File: config.mk
export PLATFORM = sky130hd
export DESIGN_NAME = sd_block_read_sequencer
export DESIGN_NICKNAME = d
export VERILOG_FILES = /design/src/rtl/sd_block_read_sequencer.sv
export SDC_FILE = /design/constraint.sdc
export NUM_CORES = 1
export LEC_CHECK = 0
export CAP_MARGIN = 25
export CORE_MARGIN = 8
export CORE_UTILIZATION = 40
export DETAILED_ROUTE_END_ITERATION = 12
export PLACE_DENSITY_LB_ADDON = 0.1
export SLEW_MARGIN = 20
export SYNTH_ARGS = -nofsm -noshare
export SYNTH_HDL_FRONTEND = slang
export SYNTH_SLANG_ARGS = --single-unit
export TNS_END_PERCENT = 50
File: constraint.sdc
create_clock -name clock -period 7.22 [get_ports clock]
set_input_delay 2.166 -clock clock [delete_from_list [all_inputs] [get_ports clock]]
set_output_delay 2.166 -clock clock [all_outputs]
set_load 0.05 [all_outputs]
File: src/rtl/sd_block_read_sequencer.sv
// SPI-mode SD multi-block reader: one CMD17 per block, R1/token polling, payload pushed to a byte FIFO.
// Define SD_CRC16_CHECK_EN to verify the CRC-16-CCITT trailing each block.
module sd_block_read_sequencer #(
    parameter int unsigned ADDR_STEP     = 1,
    parameter int unsigned R1_TIMEOUT    = 8,
    parameter int unsigned TOKEN_TIMEOUT = 4096,
    parameter int unsigned BLOCK_BYTES   = 512
) (
    input  logic        clock,
    input  logic        reset_PB_down,
    input  logic        req_valid,
    input  logic [31:0] req_addr,
    input  logic [15:0] req_count,
    output logic        req_ready,
    output logic        spi_start,
    output logic [7:0]  spi_tx_byte,
    input  logic        spi_done,
    input  logic [7:0]  spi_rx_byte,
    output logic        cs,
    output logic [7:0]  fifo_data,
    output logic        fifo_push,
    input  logic        fifo_full,
    output logic        busy,
    output logic        done,
    output logic        error,
    output logic [1:0]  err_code
);
    localparam int unsigned MAX_POLL = (R1_TIMEOUT > TOKEN_TIMEOUT) ? R1_TIMEOUT : TOKEN_TIMEOUT;
    localparam int unsigned MAX_CNT  = (MAX_POLL > BLOCK_BYTES) ? MAX_POLL : BLOCK_BYTES;
    localparam int unsigned CNT_W    = (MAX_CNT < 8) ? 4 : $clog2(MAX_CNT + 1);

    typedef enum logic [2:0] {
        S_IDLE, S_CMD, S_R1, S_TOKEN, S_DATA, S_CRC, S_GAP, S_ERR
    } state_t;

    state_t             state;
    logic [31:0]        addr;
    logic [15:0]        remaining;
    logic [CNT_W-1:0]   cnt;
    logic               pending;

`ifdef SD_CRC16_CHECK_EN
    logic [15:0]        crc;
    logic [7:0]         crc_hi;
    logic               crc_bad;

    // CRC-16-CCITT, poly 0x1021, one byte MSB first
    function automatic logic [15:0] crc16_byte(input logic [15:0] c_in, input logic [7:0] d);
        logic [15:0] c;
        logic        fb;
        c = c_in;
        for (int i = 7; i >= 0; i--) begin
            fb = c[15] ^ d[i];
            c  = {c[14:0], 1'b0};
            if (fb) c = c ^ 16'h1021;
        end
        return c;
    endfunction
`endif

    // CMD17 frame: opcode, 32-bit address MSB first, dummy CRC byte
    function automatic logic [7:0] cmd_byte(input logic [2:0] idx, input logic [31:0] a);
        case (idx)
            3'd0:    return 8'h51;
            3'd1:    return a[31:24];
            3'd2:    return a[23:16];
            3'd3:    return a[15:8];
            3'd4:    return a[7:0];
            default: return 8'hFF;
        endcase
    endfunction

    always_ff @(posedge clock or posedge reset_PB_down) begin
        if (reset_PB_down) begin
            state       <= S_IDLE;
            addr        <= '0;
            remaining   <= '0;
            cnt         <= '0;
            pending     <= 1'b0;
            cs          <= 1'b1;
            spi_start   <= 1'b0;
            spi_tx_byte <= 8'hFF;
            fifo_push   <= 1'b0;
            fifo_data   <= 8'h00;
            busy        <= 1'b0;
            req_ready   <= 1'b1;
            done        <= 1'b0;
            error       <= 1'b0;
            err_code    <= 2'd0;
`ifdef SD_CRC16_CHECK_EN
            crc         <= '0;
            crc_hi      <= '0;
            crc_bad     <= 1'b0;
`endif
        end else begin
            spi_start <= 1'b0;
            fifo_push <= 1'b0;
            done      <= 1'b0;
            error     <= 1'b0;
            case (state)
                S_IDLE: begin
                    if (req_valid) begin
                        addr      <= req_addr;
                        remaining <= req_count;
                        err_code  <= 2'd0;
                        cnt       <= '0;
                        if (req_count == 16'd0) begin
                            done <= 1'b1;
                        end else begin
                            state     <= S_CMD;
                            cs        <= 1'b0;
                            busy      <= 1'b1;
                            req_ready <= 1'b0;
                        end
                    end
                end
                S_CMD: begin
                    if (!pending) begin
                        spi_start   <= 1'b1;
                        spi_tx_byte <= cmd_byte(cnt[2:0], addr);
                        pending     <= 1'b1;
                    end else if (spi_done) begin
                        pending <= 1'b0;
                        if (cnt == CNT_W'(5)) begin
                            cnt   <= '0;
                            state <= S_R1;
                        end else begin
                            cnt <= cnt + CNT_W'(1);
                        end
                    end
                end
                S_R1: begin
                    if (!pending) begin
                        spi_start   <= 1'b1;
                        spi_tx_byte <= 8'hFF;
                        pending     <= 1'b1;
                    end else if (spi_done) begin
                        pending <= 1'b0;
                        if (spi_rx_byte == 8'hFF) begin
                            if (cnt == CNT_W'(R1_TIMEOUT - 1)) begin
                                err_code <= 2'd1;
                                state    <= S_ERR;
                                cs       <= 1'b1;
                            end else begin
                                cnt <= cnt + CNT_W'(1);
                            end
                        end else if (spi_rx_byte == 8'h00) begin
                            cnt   <= '0;
                            state <= S_TOKEN;
                        end else begin
                            err_code <= 2'd2;
                            state    <= S_ERR;
                            cs       <= 1'b1;
                        end
                    end
                end
                S_TOKEN: begin
                    if (!pending) begin
                        spi_start   <= 1'b1;
                        spi_tx_byte <= 8'hFF;
                        pending     <= 1'b1;
                    end else if (spi_done) begin
                        pending <= 1'b0;
                        if (spi_rx_byte == 8'hFE) begin
                            cnt   <= '0;
                            state <= S_DATA;
`ifdef SD_CRC16_CHECK_EN
                            crc     <= '0;
                            crc_bad <= 1'b0;
`endif
                        end else if (spi_rx_byte == 8'hFF && cnt != CNT_W'(TOKEN_TIMEOUT - 1)) begin
                            cnt <= cnt + CNT_W'(1);
                        end else begin
                            err_code <= 2'd3;
                            state    <= S_ERR;
                            cs       <= 1'b1;
                        end
                    end
                end
                // a byte is only started while the FIFO has room for it
                S_DATA: begin
                    if (!pending) begin
                        if (!fifo_full) begin
                            spi_start   <= 1'b1;
                            spi_tx_byte <= 8'hFF;
                            pending     <= 1'b1;
                        end
                    end else if (spi_done) begin
                        pending   <= 1'b0;
                        fifo_data <= spi_rx_byte;
                        fifo_push <= 1'b1;
`ifdef SD_CRC16_CHECK_EN
                        crc <= crc16_byte(crc, spi_rx_byte);
`endif
                        if (cnt == CNT_W'(BLOCK_BYTES - 1)) begin
                            cnt   <= '0;
                            state <= S_CRC;
                        end else begin
                            cnt <= cnt + CNT_W'(1);
                        end
                    end
                end
                S_CRC: begin
                    if (!pending) begin
                        spi_start   <= 1'b1;
                        spi_tx_byte <= 8'hFF;
                        pending     <= 1'b1;
                    end else if (spi_done) begin
                        pending <= 1'b0;
`ifdef SD_CRC16_CHECK_EN
                        if (cnt == '0) crc_hi <= spi_rx_byte;
                        else           crc_bad <= ({crc_hi, spi_rx_byte} != crc);
`endif
                        if (cnt == CNT_W'(1)) begin
                            cnt   <= '0;
                            state <= S_GAP;
                            cs    <= 1'b1;
                        end else begin
                            cnt <= cnt + CNT_W'(1);
                        end
                    end
                end
                S_GAP: begin
                    if (!pending) begin
                        spi_start   <= 1'b1;
                        spi_tx_byte <= 8'hFF;
                        pending     <= 1'b1;
                    end else if (spi_done) begin
                        pending   <= 1'b0;
                        remaining <= remaining - 16'd1;
                        addr      <= addr + 32'(ADDR_STEP);
`ifdef SD_CRC16_CHECK_EN
                        if (crc_bad) begin
                            err_code  <= 2'd3;
                            error     <= 1'b1;
                            state     <= S_IDLE;
                            busy      <= 1'b0;
                            req_ready <= 1'b1;
                        end else
`endif
                        if (remaining == 16'd1) begin
                            done      <= 1'b1;
                            state     <= S_IDLE;
                            busy      <= 1'b0;
                            req_ready <= 1'b1;
                        end else begin
                            state <= S_CMD;
                            cs    <= 1'b0;
                        end
                    end
                end
                S_ERR: begin
                    if (!pending) begin
                        spi_start   <= 1'b1;
                        spi_tx_byte <= 8'hFF;
                        pending     <= 1'b1;
                    end else if (spi_done) begin
                        pending   <= 1'b0;
                        error     <= 1'b1;
                        state     <= S_IDLE;
                        busy      <= 1'b0;
                        req_ready <= 1'b1;
                    end
                end
                default: state <= S_IDLE;
            endcase
        end
    end

endmodule

==> impl_metrics.env <==
export IMPL_crit_path_end_kind="flip-flop"
export IMPL_yosysTopAreaCell="dfrtp_1"
export IMPL_postCtsHoldBufs=0
export IMPL_drtPass1Iterations=6
export IMPL_tns_ns=0
export IMPL_cts_sinks=90
export IMPL_start_util=0.409
export IMPL_drt_initial_drc_count=492
export IMPL_drt_total_wl_mm=16.9
export IMPL_dieArea_um2=18200
export IMPL_max_cap_violations=0
export IMPL_yosys_top_cells_count="86 x a21oi_1, 80 x dfrtp_1, 68 x nor2_1"
export IMPL_syn_area_um2=5660
export IMPL_area_growth_pct=23.1
export IMPL_crit_buf_inv=2
export IMPL_ctsHtreeMaxLevel=3
export IMPL_hold_viol_final=0
export IMPL_finalSetupViolations=0
export IMPL_reg2reg_to="cs"
export IMPL_min_period_over_period=0.608
export IMPL_cp_arrival_ns=4.66
export IMPL_syn_nets=755
export IMPL_grt_pass1_wl_mm=27.7
export IMPL_max_freq_mhz=228
export IMPL_core_area_um2=13800
export IMPL_rsz0062_at_grt="false"
export IMPL_cts_setup_buffers=0
export IMPL_routed_via_density=6.05
export IMPL_antenna_found_initial=0
export IMPL_syn_area_per_cell_um2=8.30
export IMPL_rows=43
export IMPL_synth_edf_count=0
export IMPL_r2r_setup_slack_ns=4.39
export IMPL_clock_latency_ns=0.35
export IMPL_path_depth=7
export IMPL_synthTopCellsByArea="dfrtp_1 35%, a21oi_1 7.6%, o21ai_0 5.4%"
export IMPL_critPathSlowestCell="a21oi_4"
export IMPL_gp_congestion=0.873
export IMPL_ir_worst_vdd_v=0.000231
export IMPL_place_hpwl_mm=12.1
export IMPL_cp_startpoint="spi_done"
export IMPL_hold_depth=2
export IMPL_ios=86
export IMPL_avgRoutedWirePerCell_um=18.2
export IMPL_fin_nets=816
export IMPL_slew_viol_final=0
export IMPL_worstSetupEndpoint="addr[28]"
export IMPL_path_class="in -> reg"
export IMPL_io_buffer_count=85
export IMPL_ys_async_sr_fraction=1.00
export IMPL_gr_total_overflow=0
export IMPL_p_per_area_nw_per_um2=401
export IMPL_fin_crit_ns=4.39
export IMPL_ys_seq_area_frac=0.400
export IMPL_clkTransAtPathRegs_ns=0.07
export IMPL_holdWs_ns=0.484
export IMPL_fillerInstances=1295
export IMPL_start_kind="input port"
export IMPL_die_h_um=135
export IMPL_max_slew_margin=0.391
export IMPL_synth_top_area_frac=0.354
export IMPL_hold_path_class="reg -> reg"
export IMPL_final_util=0.504
export IMPL_grt_use_total=0.185
export IMPL_synth_top_flop_cell="dfrtp_1"
export IMPL_hold_start="fifo_data[0]"
export IMPL_routed_via_count=5610
export IMPL_path_max_fanout=35
export IMPL_yosysMostFrequentCell="a21oi_1"
export IMPL_yosys_register_bits=90
export IMPL_ys_types=62
export IMPL_critical_path_max_stage_delay_ns=0.80
export IMPL_p_leak_nw=2.73
export IMPL_path_delay_family="compound AO/OA/AOI/OAI gates"
export IMPL_fin_skew_ns=0.00776
export IMPL_antennaDiodeCount=0
export IMPL_root_buffer="clkbuf_16"
export IMPL_r2r_start="state[2]"
export IMPL_drc_errors=0
export IMPL_clk_path_buf_depth=2
export IMPL_worst_slew_pin_slew_ns=0.912
export IMPL_drive_above_1_share=0.0816
export IMPL_cts_tree="built"
export IMPL_drtAntennaViolNets=0
export IMPL_required_ns=7.49
export IMPL_synth_warnings=0
export IMPL_reg2reg_depth=7
export IMPL_die_w_um=135
export IMPL_grt_pass1_vias=5566
export IMPL_postSynthCellCount=682
export IMPL_grt_start_max_net_pins=93
export IMPL_cts_buffers=9
export IMPL_crit_path_cell_trace="clkdlybuf4s50_1 > and2_1 > nand3_1 > a21oi_4 > buf_4 > o21ai_0 > a22oi_1"
export IMPL_cts_resized=0
export IMPL_status="finished clean"
==> layout by cell type (no fill, tap or decap), drive strengths merged, types with 3 or more instances in the layout <==
cell           instances
o31ai                  5
nor3                  13
clkdlybuf4s50         85
a22o                   8
a31oi                 16
a2bb2oi               13
and4                   5
nand3                 33
a22oi                  6
or3b                   3
and2                   6
a21o                   4
ha                    12
mux2                  13
nand2b                 5
or4                    6
o21ai                 63
dfrtp                 80
a222oi                 5
nor2b                  5
a21oi                 86
and3                  11
o22ai                 15
nand2                 50
a32oi                  4
or3                    8
inv                   21
nor2                  69
mux2i                  4
buf                    6
nor4                  13
dfstp                 10
clkbuf                13
nand4                 17
==> how the worst min path moves through the flow <==
stage,endpoint
floorplan,remaining[14]
global placement,fifo_data[0]
CTS,fifo_data[0]
global route,fifo_data[5]
detailed placement,fifo_data[0]
finish,fifo_data[0]
==> where the power goes <==
group / total (W) / switching, W / internal, W
clock: 0.000510 / 0.000203 / 0.000306
combinational: 0.00127 / 0.000765 / 0.000506
sequential: 0.00102 / 0.000292 / 0.000724
total: 0.00280 / 0.00126 / 0.00154
==> per-stage QoR <==
step | cell area (um2) | instances | worst slack, ns | total power, W
after floorplan | 5660 | 682 | 2.74 | 0.00187
after global placement | 6630 | 911 | 2.60 | 0.00225
after detailed placement | 6640 | 912 | 2.49 | 0.00228
after CTS | 6970 | 928 | 2.88 | 0.00280
after global routing | 6970 | 928 | 2.62 | 0.00299
final | 6970 | 928 | 2.83 | 0.00280
==> registers in the layout (all words and copies together), names as in the netlist, 2 cells and up <==
register,cells
remaining,16
err_code,2
addr,32
spi_tx_byte,8
state,3
fifo_data,8
cnt,13
==> per-layer routing <==
layer	routed length (um)	vias to the layer above	global-route usage
met5	0	-	0
met4	259	0	0.0524
met3	1100	26	0.0513
met2	7950	193	0.301
met1	7550	2711	0.235
li1	-	2680	-
==> worst register-to-register path: stages, from the launching register on <==
cell	delay [ns]
dfrtp_1	0.83
nand2_1	0.28
nor2_4	0.13
buf_4	0.63
nand2_1	0.23
o32ai_1	0.24
nor4b_1	0.12
mux2_2	0.29
==> kinds of logic after synthesis <==
group | after synthesis | synth area share
AOI/OAI and AO/OA | 248 | 0.270
xor gates and xnor gates | 1 | 0.00155
buffers and inverters | 62 | 0.0420
and+or+nand+nor | 252 | 0.226
adders and majority gates | 12 | 0.0265
DFF | 90 | 0.400
muxes | 17 | 0.0330
==> area by class of cell <==
class / instances / area, um2 / area share
clock buffer: 13 / 280 / 0.0402
multi-input combinational: 530 / 3170 / 0.456
sequential: 90 / 2260 / 0.325
clock inverter: 3 / 45.0 / 0.00647
inverter: 21 / 81.3 / 0.0117
timing repair buffer: 91 / 896 / 0.129
tap: 180 / 225 / 0.0323
Power figures use the tool's default switching activity.
